File: src/rtl/gauss_arb_pkg.sv
// Shared types and helpers for the GaussFilter share arbiter.
package gauss_arb_pkg;

  localparam int DATA_W_DEF = 32'sd24;

  typedef enum logic [1:0] {
    ST_IDLE   = 2'd0,
    ST_STREAM = 2'd1,
    ST_DRAIN  = 2'd2
  } arb_state_e;

  typedef logic [DATA_W_DEF-1:0] pix_t;

  function automatic int clog2(input int value);
    int result;
    result = 32'sd0;
    for (int i = 32'sd0; i < 32'sd31; i++) begin
      if ((64'sd1 << i) < longint'(value)) begin
        result = i + 32'sd1;
      end else begin
        result = result;
      end
    end
    return result;
  endfunction

endpackage

File: src/rtl/gauss_arb_frame_cnt.sv
// Saturating pixel counter for one frame; reports completion and the final-pixel position.
module gauss_arb_frame_cnt #(
  parameter int FRAME_PIX = 32'sd65536,
  parameter int CNT_W     = 32'sd17
) (
  input  logic clk,
  input  logic rst_n,
  input  logic clr,
  input  logic inc,
  output logic done,
  output logic last
);

  localparam logic [CNT_W-1:0] LIMIT    = CNT_W'(FRAME_PIX);
  localparam logic [CNT_W-1:0] LIMIT_M1 = CNT_W'(FRAME_PIX - 32'sd1);

  logic [CNT_W-1:0] cnt_r;

  // Count transfers, holding at the frame size so a misbehaving peer cannot wrap it
  always_ff @(posedge clk or negedge rst_n) begin
    if (!rst_n) begin
      cnt_r <= {CNT_W{1'b0}};
    end else if (clr) begin
      cnt_r <= {CNT_W{1'b0}};
    end else if (inc && (cnt_r != LIMIT)) begin
      cnt_r <= cnt_r + CNT_W'(1'b1);
    end else begin
      cnt_r <= cnt_r;
    end
  end

  assign done = (cnt_r == LIMIT);
  assign last = (cnt_r == LIMIT_M1);

endmodule

File: src/rtl/gauss_share_arbiter.sv
// Time-shares one GaussFilter between two pixel requesters, one whole frame per grant,
// alternating round-robin when both are waiting.
module gauss_share_arbiter
  import gauss_arb_pkg::*;
#(
  parameter int FRAME_PIX = 32'sd65536,
  parameter int DATA_W    = DATA_W_DEF,
  parameter int CNT_W     = clog2(FRAME_PIX + 32'sd1)
) (
  input  logic              i_clk,
  input  logic              i_rst,
  input  logic              r0_req,
  output logic              r0_gnt,
  input  logic              r0_in_vld,
  output logic              r0_in_busy,
  input  logic [DATA_W-1:0] r0_in_data,
  output logic              r0_out_vld,
  input  logic              r0_out_busy,
  output logic [DATA_W-1:0] r0_out_data,
  input  logic              r1_req,
  output logic              r1_gnt,
  input  logic              r1_in_vld,
  output logic              r1_in_busy,
  input  logic [DATA_W-1:0] r1_in_data,
  output logic              r1_out_vld,
  input  logic              r1_out_busy,
  output logic [DATA_W-1:0] r1_out_data,
  output logic              f_in_vld,
  input  logic              f_in_busy,
  output logic [DATA_W-1:0] f_in_data,
  input  logic              f_out_vld,
  output logic              f_out_busy,
  input  logic [DATA_W-1:0] f_out_data,
  output logic              o_err
);

  arb_state_e        state_r;
  logic              owner_r, last_r, err_r;
  logic [1:0]        gnt_r;
  logic              active_s, in_open_s, next_owner_s;
  logic              in_xfer_s, in_done_s, in_last_s, in_fin_s;
  logic              out_xfer_s, out_done_s, out_last_s, out_fin_s, frame_end_s;
  logic              own_in_vld_s, own_out_busy_s;
  logic [DATA_W-1:0] own_in_data_s;

  assign active_s     = (state_r != ST_IDLE);
  assign in_open_s    = (state_r == ST_STREAM) & ~in_done_s;
  assign next_owner_s = (r0_req & r1_req) ? ~last_r : r1_req;
  assign in_xfer_s    = f_in_vld & ~f_in_busy;
  assign out_xfer_s   = active_s & f_out_vld & ~f_out_busy;
  // "fin" means the frame side is complete once this edge lands
  assign in_fin_s     = in_done_s | (in_xfer_s & in_last_s);
  assign out_fin_s    = out_done_s | (out_xfer_s & out_last_s);
  assign frame_end_s  = active_s & in_fin_s & out_fin_s;

  assign r0_gnt = gnt_r[0];
  assign r1_gnt = gnt_r[1];
  assign o_err  = err_r;

  gauss_arb_frame_cnt #(.FRAME_PIX(FRAME_PIX), .CNT_W(CNT_W)) u_in_cnt (
    .clk(i_clk), .rst_n(i_rst), .clr(frame_end_s), .inc(in_xfer_s),
    .done(in_done_s), .last(in_last_s)
  );

  gauss_arb_frame_cnt #(.FRAME_PIX(FRAME_PIX), .CNT_W(CNT_W)) u_out_cnt (
    .clk(i_clk), .rst_n(i_rst), .clr(frame_end_s), .inc(out_xfer_s),
    .done(out_done_s), .last(out_last_s)
  );

  // Pick the current owner's requester-side signals
  always_comb begin
    if (owner_r) begin
      own_in_vld_s   = r1_in_vld;
      own_in_data_s  = r1_in_data;
      own_out_busy_s = r1_out_busy;
    end else begin
      own_in_vld_s   = r0_in_vld;
      own_in_data_s  = r0_in_data;
      own_out_busy_s = r0_out_busy;
    end
  end

  // Zero-latency routing between owner and filter; the non-owner is always held off
  always_comb begin
    f_in_vld    = 1'b0;
    f_in_data   = {DATA_W{1'b0}};
    f_out_busy  = 1'b1;
    r0_in_busy  = 1'b1;
    r1_in_busy  = 1'b1;
    r0_out_vld  = 1'b0;
    r1_out_vld  = 1'b0;
    r0_out_data = {DATA_W{1'b0}};
    r1_out_data = {DATA_W{1'b0}};
    if (active_s) begin
      f_in_vld   = own_in_vld_s & in_open_s;
      f_in_data  = own_in_data_s;
      f_out_busy = own_out_busy_s;
      if (owner_r) begin
        r1_in_busy  = ~in_open_s | f_in_busy;
        r1_out_vld  = f_out_vld;
        r1_out_data = f_out_data;
      end else begin
        r0_in_busy  = ~in_open_s | f_in_busy;
        r0_out_vld  = f_out_vld;
        r0_out_data = f_out_data;
      end
    end else begin
      f_out_busy = 1'b1;
    end
  end

  // Frame sequencing, round-robin pointer and sticky orphan-output flag
  always_ff @(posedge i_clk or negedge i_rst) begin
    if (!i_rst) begin
      state_r <= ST_IDLE;
      owner_r <= 1'b0;
      last_r  <= 1'b1;
      gnt_r   <= 2'b00;
      err_r   <= 1'b0;
    end else begin
      if (!active_s && f_out_vld) begin
        err_r <= 1'b1;
      end else begin
        err_r <= err_r;
      end
      case (state_r)
        ST_IDLE: begin
          if (r0_req || r1_req) begin
            owner_r <= next_owner_s;
            gnt_r   <= next_owner_s ? 2'b10 : 2'b01;
            state_r <= ST_STREAM;
          end else begin
            state_r <= ST_IDLE;
          end
        end
        ST_STREAM, ST_DRAIN: begin
          if (frame_end_s) begin
            last_r  <= owner_r;
            gnt_r   <= 2'b00;
            state_r <= ST_IDLE;
          end else if (in_fin_s) begin
            state_r <= ST_DRAIN;
          end else begin
            state_r <= state_r;
          end
        end
        default: begin
          gnt_r   <= 2'b00;
          state_r <= ST_IDLE;
        end
      endcase
    end
  end

endmodule

File: config.mk
export PLATFORM = sky130hd
export DESIGN_NAME = gauss_share_arbiter
export DESIGN_NICKNAME = d
export VERILOG_FILES = /design/src/rtl/gauss_arb_pkg.sv /design/src/rtl/gauss_arb_frame_cnt.sv /design/src/rtl/gauss_share_arbiter.sv
export SDC_FILE = /design/constraint.sdc
export NUM_CORES = 1
export LEC_CHECK = 0
export CORE_MARGIN = 2
export CORE_UTILIZATION = 25
export DETAILED_ROUTE_END_ITERATION = 7
export PLACE_DENSITY = 0.63
export SYNTH_ARGS = -nofsm -noshare
export SYNTH_HDL_FRONTEND = slang
export SYNTH_SLANG_ARGS = --single-unit
File: constraint.sdc
create_clock -name i_clk -period 2.6 [get_ports i_clk]
set_clock_uncertainty 0.05 [all_clocks]
set_input_delay 0.52 -clock i_clk [delete_from_list [all_inputs] [get_ports i_clk]]
set_output_delay 0.52 -clock i_clk [all_outputs]
set_load 0.02 [all_outputs]
==> flow_metrics.py <==
metrics = {
    "power": {
        "p_int_mw": 2.31,
        "power_frac_seq_pct": 19.2,
        "p_comb_share_pct": 66.6,
        "clkPwrFrac_pct": 14.3,
        "power-per-cell-area_mw_per_mm2": 759,
        "leakage_nw": 2.92,
        "power.switching_mw": 1.91,
        "p_sw_share_pct": 45.3,
        "peakVddDrop_v": 0.000425,
    },
    "yosys": {
        "synth_flop_cell": "dfrtp_1",
        "yosys.area.top_type": "dfrtp_1",
        "synth_async_sr_flop_share_pct": 100,
        "synth_top_area_share_pct": 30.9,
        "ys_types": 55,
        "postSynthAreaPerCell_um2": 8.55,
        "synth_edf_count": 0,
        "ys_warn_count": 0,
        "synth_area_leaders": "dfrtp_1, and2_1, mux2i_1, nor2_1, ha_1",
        "yosysSeqAreaShare_pct": 31.7,
        "netlist_area_mm2": 0.00324,
        "syn_nets": 470,
        "syn_inst": 379,
        "ys_seq_elements": 41,
    },
    "critical_path": {
        "path_class": "reg2reg",
        "cp_max_fo": 9,
        "start_kind": "register",
        "cp_data_arrival_time_ps": 2670,
        "cp_data_required_time_ps": 2720,
        "reg2reg_depth": 11,
        "crit_path_end_kind": "register",
    },
    "sta": {
        "slew_violations": 0,
        "hold_violations": 0,
        "worst_slew_pin_slew_ps": 543,
        "fmax_mhz": 393,
        "setup_violations": 0,
        "max_slew_margin_pct": 63.8,
        "post-route-period-util_pct": 97.8,
        "rsz0062_at_grt": "true",
        "timing.hold.ws_ps": 246,
        "period_needed_ps": 2540,
    },
    "floorplan": {
        "core_mm2": 0.0126,
        "die_h_um": 118,
        "rows": 41,
        "chipWidth_um": 118,
        "io_pins": 163,
        "die_area_mm2": 0.0139,
        "start_util_pct": 25.7,
    },
    "route": {
        "ant_nets": 0,
        "route.detailed.wl_per_inst_um": 15.5,
        "via_per_inst": 4.73,
        "wl_mm": 11.7,
        "drt_pass1_iterations": 4,
        "vias": 3549,
        "drc": 0,
        "first_iter_violations": 221,
    },
    "flow_run": {
        "drv_cap": 0,
    },
    "cts": {
        "clock_path_buffers": 2,
        "clkTransAtPathRegs_ps": 60,
        "cts_sinks": 41,
        "cts_tree": "built",
        "hold_buffers": 0,
        "clock-root-buffer": "clkbuf_16",
        "numCtsBuffers": 5,
        "h-tree-depth": 2,
        "insertion_delay_ps": 280,
    },
    "placement": {
        "port-buffer-count": 162,
        "dpl_cell_area_mm2": 0.00532,
        "place_congestion": 0.872,
        "dp_hpwl_mm": 9.14,
    },
    "layout": {
        "nNetsFinal": 669,
        "final_cell_mix": "clkdlybuf4s50_1, and2_1, dlygate4sd2_1",
        "final_common_cell": "clkdlybuf4s50_1",
        "area_growth_pct": 71.5,
        "final_cell_area_mm2": 0.00555,
        "diodes": 0,
        "nFillCells": 1244,
        "drive_gt1_share_pct": 16.2,
    },
    "global_routing": {
        "grt_overflow_total": 0,
        "antenna_found_initial": 0,
        "grt_pass1_wl_mm": 18.4,
        "grt_pass1_vias": 3560,
        "grt_usage_pct": 16.3,
        "grt_max_degree": 42,
    },
    "outcome": {
        "status": "finished, final reports clean",
    },
    "min_path": {
        "hold_class": "in2async",
    },
}
[through the flow]
step / power, mW / setup WS [ps] / utilization (%) / cells / setup TNS (ps)
global route: 4.50 / -64.4 / 44.0 / 751 / -1100
global placement: 3.77 / -160 / 42.1 / 736 / -160
detailed placement: 3.78 / -155 / 42.1 / 736 / -1780
CTS: 4.26 / 9.73 / 43.2 / 748 / 0
finish: 4.22 / 55.9 / 44.0 / 751 / 0
floorplan: 2.44 / 8.52 / - / 379 / 0
[worst max-delay path, cell delays in order (launching register included)]
cell and delay [ps]:
dfrtp_1 390, ha_4 160, inv_1 70, nor4_4 250, and3_1 210, and3_1 170, ha_2 180, nand4b_1 140
a221oi_4 320, buf_4 230, o32ai_1 90, a21o_1 150
[power by group through the flow]
stage / sequential, mW / clock (mW) / combinational [mW]
6_report: 0.808 / 0.601 / 2.81
5_1_grt: 0.823 / 0.646 / 3.03
4_1_cts: 0.802 / 0.618 / 2.84
3_5_place_dp: 0.811 / 0 / 2.97
3_3_place_gp: 0.807 / 0 / 2.96
2_1_floorplan: 0.828 / 0 / 1.61
[cell families (layout without fill, tap and decap cells)]
group	after synthesis	after routing	synth area share (%)
DFF	41	41	31.7
AOI/OAI and AO/OA	55	55	14.5
buffers and inverters	45	245	6.26
adders and majority gates	9	9	3.48
and+or+nand+nor	189	189	32.1
xor gates and xnor gates	12	12	3.24
muxes	28	28	8.69
[cell usage after synthesis, types with 7 or more instances]
cell      instances
a21oi_1           7
and3_1            8
dfrtp_1          40
clkbuf_1         11
xor2_1            8
a31oi_1          10
mux2i_1          27
nand4_1          16
nand3_1          11
and2_1           53
nor2_1           51
inv_1            21
nand2_1          16
ha_1              9
[path summary, 6_finish.rpt]
check                                               start                             end  slack [ps]
max                        u_out_cnt.cnt_r[0]$_DFFE_PN0P_  u_out_cnt.cnt_r[3]$_DFFE_PN0P_          60
min                                                 i_rst  u_out_cnt.cnt_r[3]$_DFFE_PN0P_         250
max reg2reg                u_out_cnt.cnt_r[0]$_DFFE_PN0P_  u_out_cnt.cnt_r[3]$_DFFE_PN0P_          60
min reg2reg                             o_err$_DFFE_PN0P_               o_err$_DFFE_PN0P_         470
max in group asynchronous                           i_rst  u_out_cnt.cnt_r[9]$_DFFE_PN0P_        1840
min in group i_clk                      o_err$_DFFE_PN0P_               o_err$_DFFE_PN0P_         470
[sequential cells by signal, summed over array words and instances, names as in the netlist]
register / cells
owner_r: 1
u_out_cnt.cnt_r: 17
u_in_cnt.cnt_r: 17
last_r: 1
state_r: 2
gnt_r: 2
o_err: 1
[cell type report]
type / count / area (um2) / area share (%)
multi-input cells: 293 / 2070 / 37.3
clock buffers: 6 / 129 / 2.32
repair buffers: 216 / 2020 / 36.4
well taps: 172 / 215 / 3.87
inverters: 21 / 78.8 / 1.42
flip-flops and latches: 41 / 1030 / 18.5
clock inverters: 2 / 10.0 / 0.180
[metal layers]
layer / routed length [um] / global-route usage, %
met5: 0 / 0
met2: 5730 / 26.8
met4: 269 / 5.42
met3: 817 / 5.14
met1: 4850 / 20.2
[what timing repair did]
item	in CTS	in global routing
gates resized for setup	69	30
buffers inserted	3	5
pin swaps	5	5
cloned	1	0
endpoints found under the setup margin	88	55
No activity file was read; power rests on OpenSTA's default activity.
